$ cat src/rtl/rgb565_gray_pack_ci_pkg.sv
// Shared constants and helpers for the RGB565 -> gray8 custom instruction.
// Holds default luma weights, RGB565 field positions, pipeline depth bounds
// and the 5/6-bit to 8-bit channel expansion used by every pixel lane.
package rgb565_gray_pack_ci_pkg;

    // Default luma weights (sum to 256 so the weighted sum never overflows 16 bits)
    localparam int DEF_R_WEIGHT = 54;
    localparam int DEF_G_WEIGHT = 183;
    localparam int DEF_B_WEIGHT = 19;
    localparam int WEIGHT_TOTAL = 256;

    // RGB565 field positions
    localparam int R_MSB = 15;
    localparam int R_LSB = 11;
    localparam int G_MSB = 10;
    localparam int G_LSB = 5;
    localparam int B_MSB = 4;
    localparam int B_LSB = 0;

    // Legal pipeline depths
    localparam int LATENCY_MIN = 1;
    localparam int LATENCY_MAX = 3;

    typedef struct packed {
        logic [7:0] r;
        logic [7:0] g;
        logic [7:0] b;
    } rgb888_t;

    // MSB replication fills the low bits so full-scale 5/6-bit maps to 8'hFF
    function automatic rgb888_t expand565(input logic [15:0] px);
        rgb888_t c;
        c.r = {px[R_MSB:R_LSB], px[R_MSB -: 3]};
        c.g = {px[G_MSB:G_LSB], px[G_MSB -: 2]};
        c.b = {px[B_MSB:B_LSB], px[B_MSB -: 3]};
        return c;
    endfunction

endpackage

$ cat src/rtl/rgb565_gray_pack_ci_to_gray8.sv
// One-pixel RGB565 -> 8-bit gray lane (module rgb565_to_gray8).
// Latency: LATENCY cycles of cke=1 (stage registers chosen by LATENCY).
// Backpressure: all stage registers hold while cke=0.
// Ports: clock/reset (async active-high), cke stage enable, pixel RGB565 in,
// gray registered 8-bit luma out.
// Build option GRAY_ROUND_EN: round half-up (+128) with saturation to 8'hFF
// instead of truncating the weighted sum.
module rgb565_to_gray8
    import rgb565_gray_pack_ci_pkg::*;
#(
    parameter int R_WEIGHT = DEF_R_WEIGHT,
    parameter int G_WEIGHT = DEF_G_WEIGHT,
    parameter int B_WEIGHT = DEF_B_WEIGHT,
    parameter int LATENCY  = 2
) (
    input  logic        clock,
    input  logic        reset,
    input  logic        cke,
    input  logic [15:0] pixel,
    output logic [7:0]  gray
);

    localparam logic [15:0] WR = 16'(R_WEIGHT);
    localparam logic [15:0] WG = 16'(G_WEIGHT);
    localparam logic [15:0] WB = 16'(B_WEIGHT);

    rgb888_t     exp_c;
    rgb888_t     exp_s;
    logic [15:0] pr_c, pg_c, pb_c;
    logic [15:0] pr_s, pg_s, pb_s;
    logic [15:0] sum_c;
    logic [7:0]  gray_c;

    assign exp_c = expand565(pixel);

    // Stage 1: expanded channels, only registered in the 3-deep pipeline
    generate
        if (LATENCY == 3) begin : g_s1_reg
            rgb888_t exp_q;
            always_ff @(posedge clock or posedge reset) begin
                if (reset)
                    exp_q <= '0;
                else if (cke)
                    exp_q <= exp_c;
            end
            assign exp_s = exp_q;
        end else begin : g_s1_bypass
            assign exp_s = exp_c;
        end
    endgenerate

    assign pr_c = WR * {8'h00, exp_s.r};
    assign pg_c = WG * {8'h00, exp_s.g};
    assign pb_c = WB * {8'h00, exp_s.b};

    // Stage 2: products, registered for depths 2 and 3
    generate
        if (LATENCY >= 2) begin : g_s2_reg
            always_ff @(posedge clock or posedge reset) begin
                if (reset) begin
                    pr_s <= '0;
                    pg_s <= '0;
                    pb_s <= '0;
                end else if (cke) begin
                    pr_s <= pr_c;
                    pg_s <= pg_c;
                    pb_s <= pb_c;
                end
            end
        end else begin : g_s2_bypass
            assign pr_s = pr_c;
            assign pg_s = pg_c;
            assign pb_s = pb_c;
        end
    endgenerate

    assign sum_c = pr_s + pg_s + pb_s;

`ifdef GRAY_ROUND_EN
    logic [16:0] sum_rnd;
    assign sum_rnd = {1'b0, sum_c} + 17'd128;
    assign gray_c  = sum_rnd[16] ? 8'hFF : 8'(sum_rnd >> 8);
`else
    assign gray_c = 8'(sum_c >> 8);
`endif

    // Stage 3: final gray byte, always registered
    always_ff @(posedge clock or posedge reset) begin
        if (reset)
            gray <= '0;
        else if (cke)
            gray <= gray_c;
    end

endmodule

$ cat src/rtl/rgb565_gray_pack_ci.sv
// Custom-instruction unit: four RGB565 pixels -> four packed gray bytes.
// Latency: LATENCY (1..3) ciCke=1 cycles from accepted ciStart to ciDone pulse.
// Backpressure: ciCke=0 freezes data and valid pipes and holds ciDone low.
// Ports: clock/reset (async active-high); ciStart/ciCke/ciN issue controls;
// ciDataA pixels -> bytes 0/1, ciDataB pixels -> bytes 2/3; ciDone pulse and
// ciResult (zero whenever ciDone=0). Build option GRAY_ROUND_EN selects
// rounded/saturated gray in every lane without changing latency.
module rgb565_gray_pack_ci
    import rgb565_gray_pack_ci_pkg::*;
#(
    parameter logic [7:0] CUSTOM_ID = 8'd0,
    parameter int         R_WEIGHT  = DEF_R_WEIGHT,
    parameter int         G_WEIGHT  = DEF_G_WEIGHT,
    parameter int         B_WEIGHT  = DEF_B_WEIGHT,
    parameter int         LATENCY   = 2
) (
    input  logic        clock,
    input  logic        reset,
    input  logic        ciStart,
    input  logic        ciCke,
    input  logic [7:0]  ciN,
    input  logic [31:0] ciDataA,
    input  logic [31:0] ciDataB,
    output logic        ciDone,
    output logic [31:0] ciResult
);

    generate
        if (LATENCY < LATENCY_MIN || LATENCY > LATENCY_MAX) begin : g_bad_latency
            $error("rgb565_gray_pack_ci: LATENCY must be 1..3");
        end
        if (R_WEIGHT + G_WEIGHT + B_WEIGHT != WEIGHT_TOTAL) begin : g_bad_weights
            $error("rgb565_gray_pack_ci: R_WEIGHT+G_WEIGHT+B_WEIGHT must equal 256");
        end
    endgenerate

    logic [63:0]        pixels;
    logic [31:0]        gray_all;
    logic               accept;
    logic [LATENCY-1:0] vld_q;

    assign pixels = {ciDataB, ciDataA};
    assign accept = ciStart & ciCke & (ciN == CUSTOM_ID);

    generate
        for (genvar i = 0; i < 4; i++) begin : g_lane
            rgb565_to_gray8 #(
                .R_WEIGHT (R_WEIGHT),
                .G_WEIGHT (G_WEIGHT),
                .B_WEIGHT (B_WEIGHT),
                .LATENCY  (LATENCY)
            ) u_gray (
                .clock (clock),
                .reset (reset),
                .cke   (ciCke),
                .pixel (pixels[16*i +: 16]),
                .gray  (gray_all[8*i +: 8])
            );
        end
    endgenerate

    // Valid shifts alongside the data; the cast drops the bit leaving the top
    always_ff @(posedge clock or posedge reset) begin
        if (reset)
            vld_q <= '0;
        else if (ciCke)
            vld_q <= LATENCY'({vld_q, accept});
    end

    assign ciDone   = vld_q[LATENCY-1] & ciCke;
    assign ciResult = ciDone ? gray_all : 32'd0;

endmodule

$ cat config.mk
export PLATFORM = sky130hd
export DESIGN_NAME = rgb565_gray_pack_ci
export DESIGN_NICKNAME = d
export VERILOG_FILES = /design/src/rtl/rgb565_gray_pack_ci_pkg.sv /design/src/rtl/rgb565_gray_pack_ci_to_gray8.sv /design/src/rtl/rgb565_gray_pack_ci.sv
export SDC_FILE = /design/constraint.sdc
export NUM_CORES = 1
export LEC_CHECK = 0
export ABC_AREA = 1
export CORE_MARGIN = 4
export CORE_UTILIZATION = 30
export CTS_CLUSTER_SIZE = 10
export DETAILED_ROUTE_END_ITERATION = 10
export HOLD_SLACK_MARGIN = 0.12
export PLACE_DENSITY_LB_ADDON = 0.05
export SLEW_MARGIN = 20
export SYNTH_ARGS = -nofsm -noshare
export SYNTH_HDL_FRONTEND = slang
export SYNTH_HIERARCHICAL = 1
export SYNTH_SLANG_ARGS = --single-unit
$ cat constraint.sdc
create_clock -name clock -period 6.71 [get_ports clock]
set_clock_uncertainty 0.2 [all_clocks]
set_input_delay 0.671 -clock clock [delete_from_list [all_inputs] [get_ports clock]]
set_output_delay 0.671 -clock clock [all_outputs]
set_load 0.05 [all_outputs]
==> impl_metrics.json, run 1 <==
{
  "peakVddDrop_mv": 0.245,
  "rsz0062_at_grt": "false",
  "htreeDepth": 1,
  "dieHeight_microns": 292,
  "r2r_start": "g_lane[1].u_gray/pr_s[9]$_DFFE_PP0P_",
  "ios": 109,
  "worstPathCellList": "clkdlybuf4s50_1 -> fa_1 -> inv_1 -> fa_1 -> inv_1 -> fa_1 -> inv_1 -> fa_1 -> inv_1 -> ha_1 -> nand2_1 -> nand2_1 -> nand2_1 -> nand2_1 -> a21oi_1 -> xor2_1 -> nand2_1 -> nand2_1",
  "critPathMaxFanout": 8,
  "clockBufferDepth": 3,
  "grt_pass1_vias": 20600,
  "setup_ws_ns": 2.26,
  "yosysWarnings": 6,
  "p_leak_nw": 15.1,
  "min_from": "g_lane[0].u_gray/gray[3]$_DFFE_PP0P_",
  "max_slew.worst_pin.slew_ns": 0.773,
  "drcViolationCount": 0,
  "fin_crit_ns": 4.45,
  "cellPowerDensity_nw_per_um2": 409,
  "insertion_delay_ns": 0.57,
  "synthTopCellsByArea": "dfrtp_1, ha_1, fa_1",
  "post_cts_resized": 0,
  "area_delta_synth_final_pct": 13.3,
  "ys_types": 31,
  "synth_top_cell_area_share": 0.209,
  "dieArea_sq_um": 85300,
  "fin_nets": 4010,
  "synth-edff-count": 0,
  "hpwl_microns": 54300,
  "vias_per_cell": 4.53,
  "clkSlewWorstSetupHoldPaths_ns": 0.06,
  "cts-root-buf": "clkbuf_16",
  "via_count": 20100,
  "port_buffers": 108,
  "n_fill_cell": 8509,
  "worstPathBufferInverterCount": 5,
  "drt_wl_total_microns": 65000,
  "syn_inst": 3262,
  "fin_setup_tns_ns": 0,
  "grt_pass1_wl_microns": 108000,
  "synth_top_cell_by_area": "dfrtp_1",
  "fmax_mhz": 225,
  "drt-pass1-iter-count": 7,
  "synth_seq_cells": 202,
  "cpLargestDelayFamily": "adder cells",
  "die_w_microns": 292,
  "worstPathArrival_ns": 4.76,
  "maxCapViolCount": 0,
  "initial_core_util": 0.304,
  "critical-path-max-stage-delay_ns": 0.63,
  "total_power_mw": 11.2,
  "antenna_cells": 0,
  "maxSlewHeadroom": 0.482,
  "antenna_found_initial": 1,
  "synth-seq-area-share": 0.209,
  "outcome": "complete, no violations",
  "postCtsSetupBuffers": 0,
  "drtIter0Drc": 930,
  "crit_slowest_cell": "clkdlybuf4s50_1",
  "startpoint": "ciDataA[25]",
  "start_kind": "primary input",
  "cpMostUsedCell": "nand2_1",
  "row_count": 103,
  "drv_slew": 0,
  "synth_flop_cell": "dfrtp_1",
  "setup_viol": 0,
  "wl_per_cell_microns": 14.6,
  "grtUsageTotal": 0.152,
  "netlist_area_sq_um": 24200,
  "cts_hold_buf": 0,
  "overflow": 0,
  "end_kind": "register",
  "cts_tree": "yes",
  "postSynthAreaPerCell_sq_um": 7.42,
  "clkSinkCount": 202,
  "hp-class": "register to register",
  "grt_max_degree": 63,
  "crit_type": "primary input to register",
  "routabilityCongestion": 0.868,
  "syn_nets": 3902,
  "drive_gt1_frac": 0.0339,
  "coreArea_sq_um": 79500,
  "drtAntennaViolNets": 0,
  "hold_viol": 0,
  "cp_data_required_time_ns": 7.02,
  "synth-async-reset-ratio": 1.00,
  "synth.cells.most_frequent": "nand2_1, inv_1, ha_1",
  "yosysMostFrequentCell": "nand2_1",
  "hold_ws_ns": 0.279,
  "fin_crit_sh": 0.664,
  "dp_slack_ns": 1.68,
  "numCtsBuffers": 29
}
## sequential cells by signal, indices dropped and copies added, names as in the netlist
signal	count
g_lane.u_gray/pg_s	64
g_lane.u_gray/pb_s	52
g_lane.u_gray/pr_s	52
g_lane.u_gray/gray	32
vld_q	2
## area by class of cell
type,count,area (sq um),area share
multi-input cells,2358,16500,0.600
flip-flops and latches,202,5050,0.184
inverters,659,2470,0.0902
well taps,1050,1310,0.0479
repair buffers,120,1170,0.0427
clock buffers,43,838,0.0306
clock inverters,11,116,0.00424
## final timing paths
kind,end,slack [ns],cells past startpoint
max in group asynchronous,g_lane[1].u_gray/pr_s[11]$_DFFE_PP0P_,4.94,3
min reg2reg,g_lane[0].u_gray/gray[3]$_DFFE_PP0P_,0.28,2
max reg2reg,g_lane[1].u_gray/gray[6]$_DFFE_PP0P_,4.26,10
min,g_lane[0].u_gray/gray[3]$_DFFE_PP0P_,0.28,2
min in group asynchronous,vld_q[1]$_DFFE_PP0P_,0.41,2
max,g_lane[1].u_gray/pg_s[10]$_DFFE_PP0P_,2.26,18
## power by group
| part | switching [mW] | internal (mW) |
|---|---|---|
| Clock | 0.600 | 0.935 |
| Sequential | 0.417 | 1.66 |
| Combinational | 4.83 | 2.79 |
| Total | 5.85 | 5.38 |
## cells by family after synthesis
| group | synth area share |
|---|---|
| AOI/OAI and AO/OA | 0.0652 |
| xor gates and xnor gates | 0.0213 |
| adders and majority gates | 0.347 |
| buffers and inverters | 0.111 |
| DFF | 0.209 |
| and+or+nand+nor | 0.246 |
## placed cells by master (no fill, tap or decap), types with 12 or more instances in the layout
cell type        synthesis  routed
inv_1                  651     647
buf_4                    0      12
nand4_1                 42      42
nand2_1                944     944
fa_1                   180     180
a21oi_1                108     108
ha_1                   384     384
clkbuf_16                0      29
nand3_1                212     212
a31oi_1                 18      18
o21ai_0                112     112
xnor2_1                 28      28
nor2_1                 191     191
clkdlybuf4s50_1          0     107
xor2_1                  31      31
o21ai_1                 17      17
o21bai_1                15      15
nor2_2                  29      29
dfrtp_1                202     202
## worst min-delay path: stages (launching register included)
cell     delay, ns
dfrtp_1       0.34
nand2_1       0.05
nand2_1       0.05
## through the flow
step                      utilization  cells  instance area, sq um
final                           0.345   4443                 27400
after global routing            0.345   4443                 27400
after CTS                       0.345   4443                 27400
after detailed placement        0.333   4389                 26500
after global placement          0.333   4389                 26500
after floorplan                     -   3262                 24200
## metal layers
metal  wire length (microns)  part of all wire  global-route usage  up-vias
li1                        -                 -                   -    10400
met1                   32600              0.50               0.219     9440
met2                   29300              0.45               0.248      245
met3                    2180             0.033              0.0175       57
met4                     989             0.015              0.0266        0
met5                       0                 0                   0        -
No activity file was read; power rests on OpenSTA's default activity.
==> run 2: changes to the inputs <==
==> constraint.sdc (replaced) <==
create_clock -name clock -period 4.12 [get_ports clock]
set_clock_uncertainty 0.2 [all_clocks]
set_input_delay 0.412 -clock clock [delete_from_list [all_inputs] [get_ports clock]]
set_output_delay 0.412 -clock clock [all_outputs]
set_load 0.05 [all_outputs]
==> run 2 against run 1 <==
Net effect:
- largest power group unchanged
- utilization up 1.3 points
- setup slack lost 2.0 ns
- cell area grew 3.7%
- total power rose by 69%
- wire length grew 0.86%
- cell count rose by 3.0%
- first-iteration DRC count up 4.2%
- combinational power grew 69%
- critical endpoint is now g_lane[1].u_gray/pg_s[14]$_DFFE_PP0P_
- via count is 1.6% higher
==> impl_metrics.json, run 2 (synthesis gave the netlist of run 1 again) <==
{
  "dieArea_sq_um": 85300,
  "overflow": 0,
  "pwr-share-clk": 0.143,
  "crit_slowest_cell": "fa_1",
  "row_count": 103,
  "ios": 109,
  "insertion_delay_ns": 0.58,
  "min_from": "g_lane[0].u_gray/gray[3]$_DFFE_PP0P_",
  "worstPathCellList": "clkdlybuf4s50_1 -> fa_1 -> inv_1 -> fa_1 -> inv_1 -> fa_1 -> inv_1 -> fa_1 -> inv_1 -> ha_1 -> nand2_1 -> nor2_1 -> nand3_1 -> nand3_1 -> nand2_1 -> nand3_1 -> nand2_1",
  "grt_max_degree": 63,
  "hp-class": "register to register",
  "maxCapViolCount": 0,
  "maxSlewHeadroom": 0.439,
  "drtAntennaViolNets": 0,
  "dieHeight_microns": 292,
  "port_buffers": 108,
  "hold_ws_ns": 0.277,
  "layout_common_cells": "nand2_1, inv_1, ha_1",
  "p_leak_nw": 15.9,
  "wl_met3_microns": 1720,
  "drcViolationCount": 0,
  "postCtsSetupBuffers": 0,
  "setup_ws_ns": 0.219,
  "worstPathBufferInverterCount": 5,
  "wl_per_cell_microns": 14.3,
  "clkSinkCount": 202,
  "area_delta_synth_final_pct": 17.6,
  "start_kind": "primary input",
  "drive_gt1_frac": 0.0814,
  "met2_length_microns": 29200,
  "cellPowerDensity_nw_per_um2": 668,
  "drt_wl_total_microns": 65500,
  "htreeDepth": 1,
  "routabilityCongestion": 0.866,
  "dp_slack_ns": -0.404,
  "end_kind": "register",
  "r2r_start": "g_lane[1].u_gray/pr_s[11]$_DFFE_PP0P_",
  "hpwl_microns": 54900,
  "hold_depth": 2,
  "peakVddDrop_mv": 0.296,
  "numCtsBuffers": 30,
  "r2r_setup_slack_ns": 1.64,
  "power_frac_seq": 0.178,
  "rr_endpoint": "g_lane[1].u_gray/gray[6]$_DFFE_PP0P_",
  "clockBufferDepth": 3,
  "power.net_switching_mw": 9.60,
  "fin_crit_ns": 3.90,
  "final_common_cell": "nand2_1",
  "hold_viol": 0,
  "die_w_microns": 292,
  "rsz0062_at_grt": "true",
  "grt_pass1_wl_microns": 111000,
  "cts-root-buf": "clkbuf_16",
  "largest_register_ff_count": 64,
  "finish.utilization": 0.358,
  "fin_crit_sh": 0.947,
  "initial_core_util": 0.304,
  "p_int_mw": 9.41,
  "grtUsageTotal": 0.156,
  "fmax_mhz": 256,
  "topRoutingLayerUsed": "met4",
  "setup_viol": 0,
  "coreArea_sq_um": 79500,
  "cpLargestDelayFamily": "adder cells",
  "clkSlewWorstSetupHoldPaths_ns": 0.06,
  "via_count": 20500,
  "critical-path-max-stage-delay_ns": 0.55,
  "cp_data_required_time_ns": 4.39,
  "combPwrFrac": 0.679,
  "outcome": "complete, no violations",
  "vias_per_cell": 4.47,
  "drv_slew": 0,
  "min_to": "g_lane[0].u_gray/gray[3]$_DFFE_PP0P_",
  "critPathMaxFanout": 4,
  "total_power_mw": 19.0,
  "grt_pass1_vias": 21500,
  "n_fill_cell": 8446,
  "met1_length_microns": 33600,
  "cts_tree": "yes",
  "worstPathArrival_ns": 4.17,
  "fin_nets": 4144,
  "swShare": 0.505,
  "top_regs": "g_lane.u_gray/pg_s: 64 flops, g_lane.u_gray/pb_s: 52 flops, g_lane.u_gray/pr_s: 52 flops",
  "max_slew.worst_pin.slew_ns": 0.840,
  "crit_type": "primary input to register",
  "multiInputGateArea_sq_um": 16500,
  "drtIter0Drc": 969,
  "regMostFlops": "g_lane.u_gray/pg_s",
  "seqCellArea_sq_um": 5050,
  "antenna_cells": 0,
  "drt-pass1-iter-count": 5,
  "antenna_found_initial": 0,
  "worstRegToRegCells": 10
}
## run 2: worst max path at each step
stage	endpoint	slack [ns]	startpoint	cells after the start
final	g_lane[1].u_gray/pg_s[14]$_DFFE_PP0P_	0.22	ciDataA[24]	17
after CTS	g_lane[1].u_gray/pg_s[10]$_DFFE_PP0P_	0.21	ciDataA[24]	18
after global routing	g_lane[0].u_gray/pg_s[10]$_DFFE_PP0P_	-0.007	ciDataA[8]	18
after floorplan	g_lane[1].u_gray/pg_s[10]$_DFFE_PP0P_	0.29	ciDataA[24]	17
after global placement	g_lane[1].u_gray/pg_s[10]$_DFFE_PP0P_	-0.39	ciDataA[24]	18
after detailed placement	g_lane[1].u_gray/pg_s[10]$_DFFE_PP0P_	-0.40	ciDataA[24]	18
## run 2: layer usage
metal	up-vias	global-route usage
met4	0	0.0228
li1	10700	-
met2	212	0.254
met1	9533	0.228
met5	-	0
met3	49	0.0152
## run 2: tightest hold or removal path: stages, from the launching register on
cell and delay (ns):
dfrtp_1 0.34, nand2_1 0.05, nand2_1 0.05
## run 2: cell type report
class                   count  share of cell area
inverters                 659              0.0869
multi-input cells        2358               0.579
well taps                1050              0.0462
flip-flops and latches    202               0.178
clock buffers              36              0.0290
repair buffers            253              0.0740
clock inverters            17             0.00756
## run 2: power groups by stage
stage	registers [mW]	clock network, mW	logic, mW
finish	3.39	2.71	12.9
global route	3.50	2.91	15.0
CTS	3.42	2.85	13.1
global placement	3.44	0	13.0
detailed placement	3.44	0	13.0
floorplan	3.14	0	9.44
## run 2: what timing repair did
item | in CTS | in global routing
endpoints found under the setup margin | 0 | 4
hold buffers | 2 | 0
hold endpoints to repair | 32 | 0
resized for setup | 0 | 3
## run 2: per-stage QoR
stage	cells	area (sq um)	TNS (ns)
after CTS	4575	28500	0
after global placement	4520	27400	-10.19
final	4575	28500	0
after global routing	4575	28500	-0.00681
after floorplan	3262	24200	0
after detailed placement	4520	27400	-10.95
